==> src/rtl/turn_scheduler.sv <==
// turn_scheduler: alternating-turn controller for a 5x5 two-sided board game.
//
// The player picks a cell through the button selector (sel_enable) within a
// TIMEOUT_CYCLES window, or forfeits the turn. The PC picks a cell when
// pc_enable is high and has no time limit. Each accepted cell goes to the
// shared attack unit through a held atk_req handshake. A hit takes one life
// from the attacked side. Reaching zero lives ends the game.
//
// Ports:
//   clk, rst_n                  clock, asynchronous active-low reset
//   start                       one-cycle pulse, starts a game from IDLE/GAME_OVER
//   player_sel_valid/row/col    player cell choice
//   pc_sel_valid/row/col        PC cell choice
//   sel_enable, pc_enable       selector enables (PLAYER_SEL / PC_SEL only)
//   atk_req/row/col/target      attack request; target 0 = PC board, 1 = player board
//   atk_done, atk_hit           attack completion and result
//   player_turn                 1 while it is the player's turn
//   timeout                     one-cycle pulse when the player window expires
//   player_life, pc_life        remaining lives
//   game_over, player_won       game finished / winner flag
module turn_scheduler #(
    parameter int TIMEOUT_CYCLES = 750000000,
    parameter int LIFE_INIT      = 15
) (
    input  logic       clk,
    input  logic       rst_n,
    input  logic       start,
    input  logic       player_sel_valid,
    input  logic [2:0] player_row,
    input  logic [2:0] player_col,
    input  logic       pc_sel_valid,
    input  logic [2:0] pc_row,
    input  logic [2:0] pc_col,
    input  logic       atk_done,
    input  logic       atk_hit,
    output logic       sel_enable,
    output logic       pc_enable,
    output logic       atk_req,
    output logic [2:0] atk_row,
    output logic [2:0] atk_col,
    output logic       atk_target,
    output logic       player_turn,
    output logic       timeout,
    output logic [4:0] player_life,
    output logic [4:0] pc_life,
    output logic       game_over,
    output logic       player_won
);

    localparam int              TW         = (TIMEOUT_CYCLES > 1) ? $clog2(TIMEOUT_CYCLES) : 1;
    localparam logic [TW-1:0]   TIMER_LAST = TW'(TIMEOUT_CYCLES - 1);
    localparam logic [4:0]      LIFE_START = 5'(LIFE_INIT);

    typedef enum logic [2:0] {
        S_IDLE,
        S_PLAYER_SEL,
        S_PC_SEL,
        S_ATTACK,
        S_UPDATE,
        S_GAME_OVER
    } state_t;

    // Row-major bit position of a cell in a 25-bit shot map.
    function automatic logic [4:0] cell_idx(input logic [2:0] row, input logic [2:0] col);
        return 5'(row) * 5'd5 + 5'(col);
    endfunction

    // A cell is legal when it is on the board and not yet shot by this attacker.
    function automatic logic cell_legal(input logic [24:0] map, input logic [2:0] row,
                                        input logic [2:0] col);
        if (row > 3'd4 || col > 3'd4) return 1'b0;
        return !map[cell_idx(row, col)];
    endfunction

    state_t        state_q, state_d;
    logic [TW-1:0] timer_q, timer_d;
    logic [24:0]   player_map_q, player_map_d;   // cells the player has fired at
    logic [24:0]   pc_map_q, pc_map_d;           // cells the PC has fired at
    logic [2:0]    atk_row_q, atk_row_d;
    logic [2:0]    atk_col_q, atk_col_d;
    logic          atk_target_q, atk_target_d;
    logic          hit_q, hit_d;
    logic [4:0]    player_life_q, player_life_d;
    logic [4:0]    pc_life_q, pc_life_d;
    logic          player_turn_q, player_turn_d;
    logic          timeout_q, timeout_d;
    logic          player_won_q, player_won_d;
    logic          sel_enable_q, sel_enable_d;
    logic          pc_enable_q, pc_enable_d;
    logic          atk_req_q, atk_req_d;
    logic          game_over_q, game_over_d;
    logic [4:0]    tgt_life;

    always_comb begin
        state_d       = state_q;
        timer_d       = timer_q;
        player_map_d  = player_map_q;
        pc_map_d      = pc_map_q;
        atk_row_d     = atk_row_q;
        atk_col_d     = atk_col_q;
        atk_target_d  = atk_target_q;
        hit_d         = hit_q;
        player_life_d = player_life_q;
        pc_life_d     = pc_life_q;
        player_turn_d = player_turn_q;
        player_won_d  = player_won_q;
        timeout_d     = 1'b0;
        tgt_life      = '0;

        case (state_q)
            S_IDLE, S_GAME_OVER: begin
                if (start) begin
                    state_d       = S_PLAYER_SEL;
                    player_life_d = LIFE_START;
                    pc_life_d     = LIFE_START;
                    player_map_d  = '0;
                    pc_map_d      = '0;
                    timer_d       = '0;
                    player_turn_d = 1'b1;
                    player_won_d  = 1'b0;
                end
            end
            S_PLAYER_SEL: begin
                // A legal choice takes priority over window expiry in the same cycle.
                if (player_sel_valid && cell_legal(player_map_q, player_row, player_col)) begin
                    state_d      = S_ATTACK;
                    atk_row_d    = player_row;
                    atk_col_d    = player_col;
                    atk_target_d = 1'b0;
                    timer_d      = '0;
                end else if (timer_q == TIMER_LAST) begin
                    state_d       = S_PC_SEL;
                    timeout_d     = 1'b1;
                    player_turn_d = 1'b0;
                    timer_d       = '0;
                end else begin
                    timer_d = timer_q + 1'b1;
                end
            end
            S_PC_SEL: begin
                if (pc_sel_valid && cell_legal(pc_map_q, pc_row, pc_col)) begin
                    state_d      = S_ATTACK;
                    atk_row_d    = pc_row;
                    atk_col_d    = pc_col;
                    atk_target_d = 1'b1;
                end
            end
            S_ATTACK: begin
                if (atk_done) begin
                    hit_d   = atk_hit;
                    state_d = S_UPDATE;
                    if (!atk_target_q) player_map_d[cell_idx(atk_row_q, atk_col_q)] = 1'b1;
                    else               pc_map_d[cell_idx(atk_row_q, atk_col_q)]     = 1'b1;
                end
            end
            S_UPDATE: begin
                if (!atk_target_q) begin
                    if (hit_q && pc_life_q != '0) pc_life_d = pc_life_q - 5'd1;
                    tgt_life = pc_life_d;
                end else begin
                    if (hit_q && player_life_q != '0) player_life_d = player_life_q - 5'd1;
                    tgt_life = player_life_d;
                end
                if (tgt_life == '0) begin
                    state_d      = S_GAME_OVER;
                    player_won_d = !atk_target_q;
                end else begin
                    // The side that was attacked moves next.
                    player_turn_d = atk_target_q;
                    state_d       = atk_target_q ? S_PLAYER_SEL : S_PC_SEL;
                end
            end
            default: state_d = S_IDLE;
        endcase

        // Decoded from the next state so these outputs are registered yet aligned with state_q.
        sel_enable_d = (state_d == S_PLAYER_SEL);
        pc_enable_d  = (state_d == S_PC_SEL);
        atk_req_d    = (state_d == S_ATTACK);
        game_over_d  = (state_d == S_GAME_OVER);
    end

    always_ff @(posedge clk or negedge rst_n) begin
        if (!rst_n) begin
            state_q       <= S_IDLE;
            timer_q       <= '0;
            player_map_q  <= '0;
            pc_map_q      <= '0;
            atk_row_q     <= '0;
            atk_col_q     <= '0;
            atk_target_q  <= 1'b0;
            hit_q         <= 1'b0;
            player_life_q <= LIFE_START;
            pc_life_q     <= LIFE_START;
            player_turn_q <= 1'b1;
            timeout_q     <= 1'b0;
            player_won_q  <= 1'b0;
            sel_enable_q  <= 1'b0;
            pc_enable_q   <= 1'b0;
            atk_req_q     <= 1'b0;
            game_over_q   <= 1'b0;
        end else begin
            state_q       <= state_d;
            timer_q       <= timer_d;
            player_map_q  <= player_map_d;
            pc_map_q      <= pc_map_d;
            atk_row_q     <= atk_row_d;
            atk_col_q     <= atk_col_d;
            atk_target_q  <= atk_target_d;
            hit_q         <= hit_d;
            player_life_q <= player_life_d;
            pc_life_q     <= pc_life_d;
            player_turn_q <= player_turn_d;
            timeout_q     <= timeout_d;
            player_won_q  <= player_won_d;
            sel_enable_q  <= sel_enable_d;
            pc_enable_q   <= pc_enable_d;
            atk_req_q     <= atk_req_d;
            game_over_q   <= game_over_d;
        end
    end

    assign sel_enable  = sel_enable_q;
    assign pc_enable   = pc_enable_q;
    assign atk_req     = atk_req_q;
    assign atk_row     = atk_row_q;
    assign atk_col     = atk_col_q;
    assign atk_target  = atk_target_q;
    assign player_turn = player_turn_q;
    assign timeout     = timeout_q;
    assign player_life = player_life_q;
    assign pc_life     = pc_life_q;
    assign game_over   = game_over_q;
    assign player_won  = player_won_q;

endmodule

==> config.mk <==
export PLATFORM = sky130hd
export DESIGN_NAME = turn_scheduler
export DESIGN_NICKNAME = d
export VERILOG_FILES = /design/src/rtl/turn_scheduler.sv
export SDC_FILE = /design/constraint.sdc
export NUM_CORES = 1
export LEC_CHECK = 0
export BUFFER_PORTS_ARGS = -buffer_cell sky130_fd_sc_hd__buf_2
export CORE_AREA = 2 2 89 113
export CTS_CLUSTER_DIAMETER = 100
export CTS_CLUSTER_SIZE = 24
export DETAILED_ROUTE_END_ITERATION = 6
export DIE_AREA = 0 0 91 115
export PLACE_DENSITY = 0.85
export SLEW_MARGIN = 20
export SYNTH_ARGS = -nofsm -noshare
export SYNTH_HDL_FRONTEND = slang
export SYNTH_SLANG_ARGS = --single-unit
==> constraint.sdc <==
create_clock -name clk -period 7.1 [get_ports clk]
set_clock_uncertainty 0.1 [all_clocks]
set_input_delay 0.71 -clock clk [delete_from_list [all_inputs] [get_ports clk]]
set_output_delay 0.71 -clock clk [all_outputs]
set_load 0.01 [all_outputs]
## Word level (Yosys, flattened, before mapping)

Index checks and enable logic that the tools add are counted.

| storage, ports and cells | value |
|---|---|
| flip-flop bits (word level) | 108 |
| bits in latches | 0 |
| memory bits (writable) | 0 |
| bits in read-only memories | 0 |
| input bits | 19 |
| output and inout bits | 24 |
| logic and storage cells | 151 |
| memories kept | 0 |

| cells by class | value |
|---|---|
| add/subtract/negate cells | 6 |
| multiply operators | 3 |
| div/mod/pow operators | 0 |
| order comparisons | 8 |
| equality and inequality tests | 22 |
| shift-type cells | 0 |
| mux-type cells | 64 |
| bitwise gates (word level) | 2 |
| reductions and logical operators | 29 |

Operators with widths:

| cell | number |
|---|---|
| two-way mux 25 bit | 5 |
| case mux 25 bit (2 select lines) | 2 |
| two-way mux 30 bit | 3 |
| case mux 30 bit (2 select lines) | 1 |
| OR 25 bit | 2 |
| two-way mux 5 bit | 7 |
| adder 30 x 1 -> 30 bit (second input constant) | 1 |
| equality test 30 bit (second input constant) | 1 |
| two-way mux 3 bit | 10 |
| two-way mux 1 bit | 24 |
| != test 2 bit (second input constant) | 12 |
| case mux 5 bit (2 select lines) | 2 |
| < comparator 5 x 6 -> 1 bit (second input constant) | 3 |
| adder 5 x 3 -> 5 bit | 3 |
| multiplier 3 x 3 -> 5 bit (second input constant) | 3 |
| case mux 3 bit (5 select lines) | 1 |
| equality test 3 x 2 -> 1 bit (second input constant) | 4 |
| greater-than comparator 3 bit (second input constant) | 4 |
| case mux 3 bit (2 select lines) | 2 |
| AND reduction 3 bit | 4 |
| binary-select mux 1 bit (select 5 bit) | 2 |
| nonzero test 5 bit | 2 |
| subtractor 5 x 1 -> 5 bit (second input constant) | 2 |
| equality test 3 bit (second input constant) | 3 |
| 17 further kinds | 31 |

## Logic depth before layout (Yosys ltp)

| depth | value |
|---|---|
| depth after elaboration | 11 |
| gate-level depth with buffers | 11 |
| gate-level depth less buffers | 10 |

## Worst setup path before layout

OpenSTA, ideal clock, no wires.

| timing path | value |
|---|---|
| path type | input to register |
| start point | input port player_row[0] |
| end point | register atk_col_q[0], in the netlist atk_col[0] |
| library setup time | 0.125 ns |
| data arrival time | 3.303 ns |
| required time | 6.875 ns |
| slack | 3.572 ns |
| stages | 11 |
| path buffers | 1 |
| path through | ha_1 -> ha_1 -> fa_1 -> xor2_1 -> a2111oi_0 -> o21ai_1 -> a31oi_2 -> and3_1 -> buf_6 -> nor2_4 -> mux2_4 |

| on the way | value |
|---|---|
| longest elaborated chain between the ends | 10 |
| elaborated cells between the ends (all ways) | 14 |
| those cells by class | add/sub: 1; mul: 1; order compare: 1; eq/ne: 1; mux: 6; reduce/logical: 4 |

Ends and longest elaborated chain:

| what | RTL line | RTL |
|---|---|---|
| from (decl) | 29 | `input logic [2:0] player_row,` |
| multiplier 3 x 3 -> 5 bit | 65 | `return 5'(row) * 5'd5 + 5'(col);` |
| adder 5 x 3 -> 5 bit | 65 |  |
| binary-select mux 1 bit (select 5 bit) | 72 | `return !map[cell_idx(row, col)];` |
| two-way mux 1 bit (implied by the code) | 72 |  |
| logical NOT 1 bit | 72 |  |
| two-way mux 1 bit * | 72 |  |
| two-way mux 1 bit * | 110 | `case (state_q)` |
| logical AND 1 bit * | 125 | `if (player_sel_valid && cell_legal(player_map_q, player_row, player_col)) begin` |
| != test 2 bit (no line) * | n/a |  |
| AND reduction 3 bit (no line) * | n/a |  |
| to (signal assigned) | 208 | `atk_col_q <= atk_col_d;` |
| to (decl) | 80 | `logic [2:0] atk_col_q, atk_col_d;` |

Every way passes the cells marked *; elsewhere a longest branch is shown, timed or not. The select of a mux whose other input is x is not followed.
A chain may end at the register's enable or synchronous reset.

## Worst setup path in the final report

| timing path | value |
|---|---|
| start point | input port player_row[0] |
| end point | register timer_q[10] |

| on the way | value |
|---|---|
| longest elaborated chain between the ends | 10 |
| elaborated cells between the ends (all ways) | 14 |
| those cells by class | add/sub: 1; mul: 1; order compare: 1; mux: 8; reduce/logical: 3 |

Ends and longest elaborated chain:

| what | RTL line | RTL |
|---|---|---|
| multiplier 3 x 3 -> 5 bit | 65 |  |
| adder 5 x 3 -> 5 bit | 65 |  |
| binary-select mux 1 bit (select 5 bit) | 72 |  |
| two-way mux 1 bit (implied by the code) | 72 |  |
| logical NOT 1 bit | 72 |  |
| two-way mux 1 bit * | 72 |  |
| two-way mux 1 bit * | 110 |  |
| logical AND 1 bit * | 125 |  |
| two-way mux 30 bit * | 125 |  |
| case mux 30 bit (2 select lines) * | 110 |  |
| to (signal assigned) | 204 | `timer_q <= timer_d;` |
| to (decl) | 76 | `logic [TW-1:0] timer_q, timer_d;` |

Marks and branches as above.

==> reports/qor.txt <==
Min cycle time layout: 3.87 ns
CP arrival: 3.97 ns
Number of fill cells in the layout: 707
Register Area: 2710 um^2
Yosys top cell by area: dfrtp_1
Net Sw Frac: 0.433
CP Launch Type: primary input
Core area: 9410 um^2
Worst-Skew Late Latency: 0.35 ns
Design Area, Final: 6690 um^2
DRT Pass-1 Iters: 6
Die footprint: 10500 um^2
Setup Fix Bufs, Post-CTS: 0
Worst setup path class: primary input to flop
First-pass GRT wire length: 24.3 mm
P per Cell Area: 397 nW/um^2
Leak: 3.15 nW
Syn_area_per_cell: 9.85 um^2
Endpoints failing setup: 0
Status: complete, no violations
Synthesis-to-finish area growth: 9.83%
Asr flop ratio synth: 1.00
Vias in the first global route: 4983
Drc violations: 0
CP max FO: 17
Row count: 40
CTS clk-pin slew, worst paths: 0.08 ns
Layout cells sized above 1: 0.155
RSZ-0062 raised after global routing: false
Yosys Warn Count: 0
Fin nets: 702
DIE WIDTH: 91 um
Initial DRC Count: 290
Post-DP HPWL: 9.94 mm
Slew Viols, Final: 0
CTS resizes: 0
ANT nets after route: 0
CTS tree: built
Worst Setup End Kind: flop
CP max-delay cell: nor2_1
Fmax: 258 MHz
Top FF cell, synth: dfrtp_1
Final hold violations: 0
P_int: 0.00151 W
H-tree level count: 3
Clock Power Share: 0.203
Remaining global-route overflow: 0
Slew @ Worst Pin: 1.14 ns
Avg Vias per Cell: 6.41
Sequential share of the synthesized area: 0.445
Post-synth top cells: dfrtp_1 (99), nor2_1 (99), a21oi_1 (66), nand2_1 (39), ha_1 (27)
Final critical-path share of the clock period: 0.546
Flop pwr share: 0.345
Relative slew margins: 0.236
Total power: 0.00266 W
Inst Count DP: 768
# port buffers: 42
Clk buf depth: 2
Crit Reg-Reg Startpoint: atk_row[0]
Mapped Cells: 619
Detailed Route WL: 14.4 mm
Worst r2r path cells: 9
Hold Crit Class: primary input to async pin
Area of the multi-input gates: 3210 um^2
WL per Instance: 18.3 um
Num CTS Buffers: 9
Comb pwr share: 0.452
Initial antenna violation count: 0
Finished Layout Cells: 784
Top-area cell type share of the netlist area: 0.406
Die H: 115 um
Max Cap Viol: 0
Reg2reg setup slack: 3.74 ns
Yosys cell types: 69
Worst vdd ir: 274 uV
Root Driver: clkbuf_16
Vias: 5027
Synthesized cell area: 6090 um^2
Slowest stage delay, CP: 0.59 ns
Placer Congestion: 0.920
Post-synth EDFFs: 0
Syn_nets: 668
Area after DPL: 6380 um^2
CP Cell Sequence: buf_2 > ha_1 > ha_1 > fa_1 > xor2_1 > a2111oi_0 > o21ai_1 > a31oi_2 > a21oi_1 > buf_4 > nor2_1 > nor2_1
Yosys reg bits: 108
Diodes inserted: 0
Hold buffers post-CTS: 0
Ranking of synthesized cells by area: dfrtp_1 (41%), nor2_1 (6.1%), ha_1 (5.5%), a21oi_1 (5.4%), dfstp_2 (3.9%)
R2r endpoint: pc_map_q[21]
Worst EP required: 7.20 ns
Global-route usage over all layers: 0.292
Setup TNS: 0 ns
Initial Util: 0.648
NetSw: 0.00115 W
Largest net degree at the start of global routing: 67
# IOs: 43
Clk sink count: 108
cell type report:
type	instances	share of cell area
repair buffers	45	0.0351
clock buffers	11	0.0348
clock inverters	5	0.0127
multi-input cells	473	0.479
well taps	126	0.0236
inverters	16	0.00897
flip-flops and latches	108	0.405
routing by layer:
| layer | routed length (um) | GRT usage |
|---|---|---|
| met5 | 0 | 0 |
| met4 | 470 | 0.127 |
| met3 | 946 | 0.0518 |
| met2 | 7180 | 0.482 |
| met1 | 5790 | 0.383 |
placed cells by master, fill, tap and decap left out, types with 4 or more instances in the layout:
cell / synthesis / routed
ha_1: 27 / 27
nor3_1: 18 / 18
nor2_1: 99 / 99
nand4_1: 14 / 14
nand2_1: 39 / 39
xor2_1: 16 / 16
a22o_1: 6 / 6
buf_2: 5 / 41
and3_1: 12 / 12
clkbuf_16: 0 / 9
a21o_1: 10 / 10
a21oi_1: 66 / 66
mux2_2: 7 / 7
mux2_4: 6 / 6
a31oi_1: 7 / 7
nand3_1: 19 / 19
nor2b_1: 5 / 5
buf_4: 0 / 4
dfstp_2: 9 / 9
mux2i_1: 5 / 5
o21a_1: 5 / 5
dfrtp_1: 99 / 99
mux4_2: 8 / 8
inv_1: 16 / 16
nand2b_1: 7 / 7
nor4_1: 5 / 5
o21ai_0: 20 / 20
xnor2_1: 8 / 8
worst max path at each step:
| stage | from | to | slack [ns] |
|---|---|---|---|
| floorplan | player_row[0] | atk_col[0] | 3.57 |
| global placement | player_row[0] | timer_q[18] | 3.02 |
| detailed placement | player_row[0] | timer_q[11] | 2.86 |
| CTS | player_row[0] | timer_q[19] | 3.24 |
| global route | player_row[0] | timer_q[17] | 2.96 |
| finish | player_row[0] | timer_q[10] | 3.23 |
cell families after synthesis:
family / synth area share
adder cells (fa/ha/maj): 0.0653
AO/OA/AOI/OAI: 0.154
multiplexers: 0.0784
buffers and inverters: 0.0281
flip-flops: 0.445
XOR/XNOR: 0.0345
AND/OR/NAND/NOR: 0.194
metrics by stage:
step / utilization / hold slack, ns / setup slack [ns]
floorplan: - / 0.314 / 3.57
global placement: 0.678 / 0.354 / 3.02
detailed placement: 0.678 / 0.355 / 2.86
CTS: 0.711 / 0.250 / 3.24
global route: 0.711 / 0.281 / 2.96
finish: 0.711 / 0.232 / 3.23
sequential cells by signal, indices dropped and copies added (netlist names):
name and flops:
state_q 3, sel_enable 1, atk_row 3, pc_map_q 25, atk_col 3, atk_target 1, player_won 1, player_map_q 25
player_life 5, timeout 1, pc_enable 1, game_over 1, pc_life 5, atk_req 1, player_turn 1, timer_q 30
hit_q 1
critical path, delay by kind of cell:
family                     cells  cell delay (ns)
AOI/OAI and AO/OA              4             0.94
and+or+nand+nor                2             0.70
buffers and inverters          2             0.33
adders and majority gates      3             1.07
xor gates and xnor gates       1             0.21
power by group through the flow:
stage | Clock [W] | Sequential (W) | Combinational, W
2_1_floorplan | 0 | 0.000874 | 0.000876
3_3_place_gp | 0 | 0.000904 | 0.00110
3_5_place_dp | 0 | 0.000916 | 0.00116
4_1_cts | 0.000542 | 0.000910 | 0.00118
5_1_grt | 0.000567 | 0.000934 | 0.00131
6_report | 0.000540 | 0.000917 | 0.00120
No activity file was read; power rests on OpenSTA's default activity.
